## config.mk

```make
export PLATFORM = sky130hd
export DESIGN_NAME = adc_peak_detect_flat
export DESIGN_NICKNAME = d
export VERILOG_FILES = /design/src/rtl/adc_peak_detect_if.sv /design/src/rtl/adc_peak_detect.sv /design/src/flat_wrapper.sv
export SDC_FILE = /design/constraint.sdc
export NUM_CORES = 1
export LEC_CHECK = 0
export BUFFER_PORTS_ARGS = -buffer_cell sky130_fd_sc_hd__buf_4
export CAP_MARGIN = 20
export CORE_ASPECT_RATIO = 1.2
export CORE_MARGIN = 2
export CORE_UTILIZATION = 28
export CTS_CLUSTER_SIZE = 25
export DETAILED_ROUTE_END_ITERATION = 7
export REMOVE_ABC_BUFFERS = 1
export SLEW_MARGIN = 40
export SYNTH_ARGS = -nofsm -noshare
export SYNTH_HDL_FRONTEND = slang
export SYNTH_SLANG_ARGS = --single-unit
```

## constraint.sdc

```tcl
create_clock -name clk -period 5.35 [get_ports clk]
set_input_delay 0.8025 -clock clk [delete_from_list [all_inputs] [get_ports clk]]
set_output_delay 0.8025 -clock clk [all_outputs]
set_load 0.02 [all_outputs]
```

## src/rtl/adc_peak_detect_if.sv

```systemverilog
// Sample, parameter and result signals of adc_peak_detect.
// The master drives samples and controls; the slave (the detector) drives the results.
interface adc_peak_detect_if;
    logic [13:0] adc_data;
    logic        adc_valid;
    logic        param_wen;
    logic [31:0] window_len;
    logic        start;
    logic        busy;
    logic        done;
    logic [13:0] vmax;
    logic [13:0] vmin;
    logic [14:0] vpp;
    logic [31:0] zc_count;

    modport master (
        output adc_data, adc_valid, param_wen, window_len, start,
        input  busy, done, vmax, vmin, vpp, zc_count
    );

    modport slave (
        input  adc_data, adc_valid, param_wen, window_len, start,
        output busy, done, vmax, vmin, vpp, zc_count
    );
endinterface

```

## src/rtl/adc_peak_detect.sv

```systemverilog
// Windowed peak/trough/peak-to-peak detector for 14-bit offset-binary ADC samples.
// Define ADC_PEAK_DETECT_ZC_EN to count rising zero crossings; otherwise zc_count reads 0.
module adc_peak_detect (
    input logic              clk,
    input logic              rstn,
    adc_peak_detect_if.slave bus
);
    typedef enum logic [1:0] {StIdle, StMeasure, StDone} state_e;

    localparam logic signed [13:0] SampleMin = 14'h2000;
    localparam logic signed [13:0] SampleMax = 14'h1fff;

    state_e             state_q, state_d;
    logic [31:0]        win_buf_q, win_buf_d;
    logic [31:0]        active_len_q, active_len_d;
    logic [31:0]        cnt_q, cnt_d;
    logic signed [13:0] run_max_q, run_max_d;
    logic signed [13:0] run_min_q, run_min_d;
    logic signed [13:0] vmax_q, vmax_d;
    logic signed [13:0] vmin_q, vmin_d;
    logic [14:0]        vpp_q, vpp_d;

    logic signed [13:0] sample;
    logic signed [13:0] new_max, new_min;
    logic [31:0]        cnt_inc;
    logic               sample_acc, last_sample;

    // Offset binary to two's complement: flip the MSB.
    assign sample      = {~bus.adc_data[13], bus.adc_data[12:0]};
    assign cnt_inc     = cnt_q + 32'd1;
    assign sample_acc  = (state_q == StMeasure) && bus.adc_valid;
    assign last_sample = sample_acc && (cnt_inc == active_len_q);

    always_comb begin
        state_d      = state_q;
        win_buf_d    = win_buf_q;
        active_len_d = active_len_q;
        cnt_d        = cnt_q;
        run_max_d    = run_max_q;
        run_min_d    = run_min_q;
        vmax_d       = vmax_q;
        vmin_d       = vmin_q;
        vpp_d        = vpp_q;
        new_max      = (sample > run_max_q) ? sample : run_max_q;
        new_min      = (sample < run_min_q) ? sample : run_min_q;

        // A zero-length window would never finish, so it is stored as one sample.
        if (bus.param_wen) begin
            win_buf_d = (bus.window_len == 32'd0) ? 32'd1 : bus.window_len;
        end

        unique case (state_q)
            StIdle: begin
                if (bus.start) begin
                    state_d      = StMeasure;
                    active_len_d = win_buf_q;
                    cnt_d        = 32'd0;
                    run_max_d    = SampleMin;
                    run_min_d    = SampleMax;
                end
            end
            StMeasure: begin
                if (sample_acc) begin
                    cnt_d     = cnt_inc;
                    run_max_d = new_max;
                    run_min_d = new_min;
                    if (last_sample) begin
                        state_d = StDone;
                        vmax_d  = new_max;
                        vmin_d  = new_min;
                        // Sign-extend to 15 bits so full scale (8191 - -8192) cannot overflow.
                        vpp_d   = {new_max[13], new_max} - {new_min[13], new_min};
                    end
                end
            end
            StDone:  state_d = StIdle;
            default: state_d = StIdle;
        endcase
    end

    always_ff @(posedge clk or negedge rstn) begin
        if (!rstn) begin
            state_q      <= StIdle;
            win_buf_q    <= 32'd1;
            active_len_q <= 32'd1;
            cnt_q        <= 32'd0;
            run_max_q    <= SampleMin;
            run_min_q    <= SampleMax;
            vmax_q       <= '0;
            vmin_q       <= '0;
            vpp_q        <= '0;
        end else begin
            state_q      <= state_d;
            win_buf_q    <= win_buf_d;
            active_len_q <= active_len_d;
            cnt_q        <= cnt_d;
            run_max_q    <= run_max_d;
            run_min_q    <= run_min_d;
            vmax_q       <= vmax_d;
            vmin_q       <= vmin_d;
            vpp_q        <= vpp_d;
        end
    end

`ifdef ADC_PEAK_DETECT_ZC_EN
    logic [31:0] zc_cnt_q, zc_cnt_d;
    logic [31:0] zc_out_q, zc_out_d;
    logic        prev_neg_q, prev_neg_d;
    logic [31:0] zc_next;

    // prev_neg is cleared at start, so the first sample of a window can never count.
    always_comb begin
        zc_cnt_d   = zc_cnt_q;
        zc_out_d   = zc_out_q;
        prev_neg_d = prev_neg_q;
        zc_next    = zc_cnt_q + {31'd0, prev_neg_q & ~sample[13]};
        if (state_q == StIdle && bus.start) begin
            zc_cnt_d   = 32'd0;
            prev_neg_d = 1'b0;
        end else if (sample_acc) begin
            zc_cnt_d   = zc_next;
            prev_neg_d = sample[13];
            if (last_sample) begin
                zc_out_d = zc_next;
            end
        end
    end

    always_ff @(posedge clk or negedge rstn) begin
        if (!rstn) begin
            zc_cnt_q   <= 32'd0;
            zc_out_q   <= 32'd0;
            prev_neg_q <= 1'b0;
        end else begin
            zc_cnt_q   <= zc_cnt_d;
            zc_out_q   <= zc_out_d;
            prev_neg_q <= prev_neg_d;
        end
    end

    assign bus.zc_count = zc_out_q;
`else
    assign bus.zc_count = 32'd0;
`endif

    assign bus.busy = (state_q != StIdle);
    assign bus.done = (state_q == StDone);
    assign bus.vmax = vmax_q;
    assign bus.vmin = vmin_q;
    assign bus.vpp  = vpp_q;
endmodule

```

## src/flat_wrapper.sv

```systemverilog
// flat-port wrapper written by rule: the top's interface ports become plain ports
module adc_peak_detect_flat 
  (clk, rstn, bus_adc_data, bus_adc_valid, bus_param_wen, bus_window_len, bus_start, bus_busy, bus_done, bus_vmax, bus_vmin, bus_vpp, bus_zc_count);
  adc_peak_detect_if bus_i ();
  input logic clk;
  input logic rstn;
  input wire logic [$bits(bus_i.adc_data)-1:0] bus_adc_data;
  input wire logic [$bits(bus_i.adc_valid)-1:0] bus_adc_valid;
  input wire logic [$bits(bus_i.param_wen)-1:0] bus_param_wen;
  input wire logic [$bits(bus_i.window_len)-1:0] bus_window_len;
  input wire logic [$bits(bus_i.start)-1:0] bus_start;
  output wire logic [$bits(bus_i.busy)-1:0] bus_busy;
  output wire logic [$bits(bus_i.done)-1:0] bus_done;
  output wire logic [$bits(bus_i.vmax)-1:0] bus_vmax;
  output wire logic [$bits(bus_i.vmin)-1:0] bus_vmin;
  output wire logic [$bits(bus_i.vpp)-1:0] bus_vpp;
  output wire logic [$bits(bus_i.zc_count)-1:0] bus_zc_count;
  assign bus_i.adc_data = bus_adc_data;
  assign bus_i.adc_valid = bus_adc_valid;
  assign bus_i.param_wen = bus_param_wen;
  assign bus_i.window_len = bus_window_len;
  assign bus_i.start = bus_start;
  assign bus_busy = bus_i.busy;
  assign bus_done = bus_i.done;
  assign bus_vmax = bus_i.vmax;
  assign bus_vmin = bus_i.vmin;
  assign bus_vpp = bus_i.vpp;
  assign bus_zc_count = bus_i.zc_count;
  adc_peak_detect u_core (.clk(clk), .rstn(rstn), .bus(bus_i));
endmodule
```

==> impl_metrics.xml <==
<?xml version="1.0" encoding="UTF-8"?>
<metrics>
  <group name="drt">
    <metric name="dr_total_vias" unit="">7790</metric>
    <metric name="wirelength_per_cell" unit="µm">16.5</metric>
    <metric name="drt-pass1-iter-count" unit="">7</metric>
    <metric name="first_iter_violations" unit="">402</metric>
    <metric name="avgViaCountPerCell" unit="">4.91</metric>
    <metric name="drc" unit="">0</metric>
    <metric name="drt-total-wl" unit="mm">26.2</metric>
    <metric name="ant_nets" unit="">0</metric>
  </group>
  <group name="synth">
    <metric name="yosysTopAreaCellShare" unit="%">38.4</metric>
    <metric name="synth_area_per_cell" unit="µm²">9.92</metric>
    <metric name="yosys_warnings" unit="">0</metric>
    <metric name="yosys.cell_count.top_type" unit="">sky130_fd_sc_hd__dfrtp_1</metric>
    <metric name="synth-seq-cells" unit="">169</metric>
    <metric name="postSynth.topFlopCell" unit="">sky130_fd_sc_hd__dfrtp_1</metric>
    <metric name="post-synth-top-area-cell" unit="">sky130_fd_sc_hd__dfrtp_1</metric>
    <metric name="synth-async-reset-ratio" unit="%">100</metric>
    <metric name="synth_edf_count" unit="">0</metric>
    <metric name="synth.top_cells.by_area" unit="">sky130_fd_sc_hd__dfrtp_1 38%, sky130_fd_sc_hd__mux2_2 7.4%, sky130_fd_sc_hd__ha_1 4.8%</metric>
    <metric name="synth_seq_area_share" unit="%">42.6</metric>
    <metric name="post_synth_most_frequent_cells" unit="">153 x sky130_fd_sc_hd__dfrtp_1, 83 x sky130_fd_sc_hd__o21ai_0, 82 x sky130_fd_sc_hd__nand2_1</metric>
    <metric name="mappedNetlistArea" unit="mm²">0.00998</metric>
    <metric name="synthCells" unit="">1006</metric>
    <metric name="yosysUniqueCellTypes" unit="">77</metric>
  </group>
  <group name="pwr">
    <metric name="power-per-cell-area" unit="mW/mm²">502</metric>
    <metric name="leakage" unit="nW">5.37</metric>
    <metric name="irDropWorstVdd" unit="V">0.000333</metric>
  </group>
  <group name="placement">
    <metric name="io_buffer_count" unit="">95</metric>
    <metric name="gp_congestion" unit="">0.867</metric>
    <metric name="dp_slack" unit="ns">-0.101</metric>
    <metric name="post-dp-hpwl" unit="mm">18.9</metric>
  </group>
  <group name="die">
    <metric name="chipHeight" unit="µm">211</metric>
    <metric name="coreArea" unit="mm²">0.0351</metric>
    <metric name="die_width" unit="µm">176</metric>
    <metric name="die_area" unit="mm²">0.0372</metric>
    <metric name="fp-row-count" unit="">75</metric>
    <metric name="i_o_pin_total" unit="">128</metric>
    <metric name="initial_core_utilization" unit="%">28.4</metric>
  </group>
  <group name="timing">
    <metric name="finClkSkew" unit="ns">0.0218</metric>
    <metric name="report.final.hold_viol_count" unit="">0</metric>
    <metric name="tns" unit="ns">0</metric>
    <metric name="clock.fmax" unit="MHz">196</metric>
    <metric name="timing.slew.headroom" unit="%">50.7</metric>
    <metric name="maxSlewViolCount" unit="">0</metric>
    <metric name="layout_worst_path_cycle_share" unit="%">95.6</metric>
    <metric name="fin_worst_hold_slack" unit="ns">0.326</metric>
    <metric name="setup-violations-final" unit="">0</metric>
    <metric name="worst-slew-pin-transition" unit="ns">0.735</metric>
    <metric name="timing.final.crit_period" unit="ns">5.11</metric>
    <metric name="timing.final.ws_setup" unit="ns">0.236</metric>
  </group>
  <group name="cells_and_area">
    <metric name="nets" unit="">1202</metric>
    <metric name="drive_above_1_share" unit="%">26.0</metric>
    <metric name="antenna_cells" unit="">0</metric>
    <metric name="synthToLayoutAreaGrowth" unit="%">19.3</metric>
  </group>
  <group name="worst_hold_path">
    <metric name="worst_min_path_class" unit="">input pin to asynchronous set/reset pin</metric>
  </group>
  <group name="global_route">
    <metric name="grt_max_degree" unit="">110</metric>
    <metric name="grt_first_pass_wirelength" unit="mm">41.7</metric>
    <metric name="gr-total-overflow" unit="">0</metric>
    <metric name="grt_use_total" unit="%">14.3</metric>
    <metric name="number_of_global_route_vias_before_repair" unit="">7841</metric>
    <metric name="grt_antenna_before_repair" unit="">0</metric>
  </group>
  <group name="worst_setup_path">
    <metric name="critical_path.startpoint_type" unit="">flop</metric>
    <metric name="critical_path_required" unit="ns">5.67</metric>
    <metric name="critical_path_peak_fanout" unit="">7</metric>
    <metric name="critPathKind" unit="">flop to flop</metric>
    <metric name="worst-endpoint-arrival" unit="ns">5.43</metric>
    <metric name="crit_path_end_kind" unit="">flop</metric>
  </group>
  <group name="clocking">
    <metric name="htree_levels" unit="">4</metric>
    <metric name="clk_root_buffer_cell" unit="">sky130_fd_sc_hd__clkbuf_16</metric>
    <metric name="cts_buffers" unit="">17</metric>
    <metric name="max-clock-path-buffers" unit="">2</metric>
    <metric name="clk_pin_slew_worst_paths" unit="ns">0.07</metric>
    <metric name="clock_sinks" unit="">169</metric>
    <metric name="cts_setup_buffers" unit="">0</metric>
    <metric name="cts_tree" unit="">done</metric>
    <metric name="clk-insertion-delay-late" unit="ns">0.45</metric>
  </group>
  <group name="run_status">
    <metric name="outcome" unit="">finished, final reports clean</metric>
  </group>
  <group name="run">
    <metric name="max_cap_viol" unit="">0</metric>
  </group>
</metrics>
per-layer routing:
layer  track usage [%]  routed length, µm
met4              6.38                816
met3              2.66               1010
met1              17.4              11200
met2              24.7              13100
met5                 0                  0
worst max-delay path, cell delays in order (launching register included):
cell	delay, ns
sky130_fd_sc_hd__dfstp_2	0.64
sky130_fd_sc_hd__inv_1	0.11
sky130_fd_sc_hd__ha_1	0.30
sky130_fd_sc_hd__and3_1	0.21
sky130_fd_sc_hd__a221oi_1	0.38
sky130_fd_sc_hd__o21ai_1	0.17
sky130_fd_sc_hd__a21oi_2	0.19
sky130_fd_sc_hd__a21oi_2	0.09
sky130_fd_sc_hd__o21ai_1	0.17
sky130_fd_sc_hd__ha_1	0.19
sky130_fd_sc_hd__inv_1	0.06
sky130_fd_sc_hd__fa_1	0.39
sky130_fd_sc_hd__a21o_1	0.18
sky130_fd_sc_hd__a21oi_1	0.18
sky130_fd_sc_hd__o21bai_1	0.11
sky130_fd_sc_hd__and2_1	0.17
sky130_fd_sc_hd__o21ai_1	0.18
sky130_fd_sc_hd__o2111ai_1	0.18
sky130_fd_sc_hd__a31oi_1	0.27
sky130_fd_sc_hd__o21ai_1	0.18
sky130_fd_sc_hd__a211oi_2	0.28
sky130_fd_sc_hd__xnor2_1	0.09
sky130_fd_sc_hd__mux2_4	0.26
final cells by class:
| type | instances | area, µm² |
|---|---|---|
| Multi-Input combinational cell | 744 | 5240 |
| Fill cell | 3584 | 23200 |
| Tap cell | 462 | 578 |
| Sequential cell | 169 | 4250 |
| Clock buffer | 18 | 439 |
| Inverter | 42 | 158 |
| Clock inverter | 14 | 175 |
| Timing Repair Buffer | 138 | 1070 |
flip-flops by register name (all words and copies together), names as in the netlist:
name                 cells
u_core.bus.vpp          15
u_core.run_min_q        14
u_core.active_len_q     32
u_core.cnt_q            32
u_core.bus.vmax         14
u_core.state_q           2
u_core.win_buf_q        32
u_core.bus.vmin         14
u_core.run_max_q        14
path summary, 6_finish.rpt:
| path | start | end | slack [ns] | depth (start not counted) |
|---|---|---|---|---|
| max in group asynchronous | rstn | u_core.run_max_q[4] | 4.02 | 2 |
| min in group clk | u_core.bus.vpp[4] | u_core.bus.vpp[4] | 0.48 | 2 |
| worst min-delay path | rstn | u_core.win_buf_q[21] | 0.33 | 1 |
| worst max register to register | u_core.run_min_q[5] | u_core.bus.vpp[12] | 0.24 | 22 |
| worst min register to register | u_core.bus.vpp[4] | u_core.bus.vpp[4] | 0.48 | 2 |
| worst max-delay path | u_core.run_min_q[5] | u_core.bus.vpp[12] | 0.24 | 22 |
power breakdown:
group	switching (mW)	total (mW)	internal, mW
sequential	0.229	1.81	1.58
combinational	1.58	2.88	1.30
clock	0.600	1.28	0.684
total	2.40	5.97	3.57
cell usage in the layout (no fill, tap or decap), drive strengths merged, types with 38 or more instances in the layout:
cell type | Yosys | final
dfrtp | 153 | 153
buf | 48 | 138
o21ai | 88 | 88
nand2 | 83 | 83
mux2 | 79 | 79
nor2 | 71 | 71
a21oi | 52 | 52
inv | 42 | 49
xnor2 | 45 | 45
ha | 38 | 38
stage by stage:
step	utilization, %	cell area (µm²)	cells	total power, mW
after floorplan	-	9610	955	3.67
after global placement	32.0	11200	1554	4.61
after detailed placement	32.1	11300	1555	4.67
after CTS	33.9	11900	1587	5.99
after global routing	33.9	11900	1587	6.40
final	33.9	11900	1587	5.97
cell families (layout without fill, tap and decap cells):
kind of cell | count (synthesis) | in the layout | share of synthesized area, %
buffers and inverters | 124 | 212 | 6.52
and+or+nand+nor | 263 | 263 | 13.2
xor gates and xnor gates | 67 | 67 | 5.88
DFF | 169 | 169 | 42.6
adders and majority gates | 40 | 40 | 5.06
other | 1 | 32 | 0.0376
AOI/OAI and AO/OA | 254 | 254 | 16.4
muxes | 88 | 88 | 10.3
repair_timing:
action | in CTS | in global routing
setup endpoints to repair | 0 | 5
hold buffers | 0 | 0
resized for setup | 0 | 6
(Power assumes the default switching activity.)
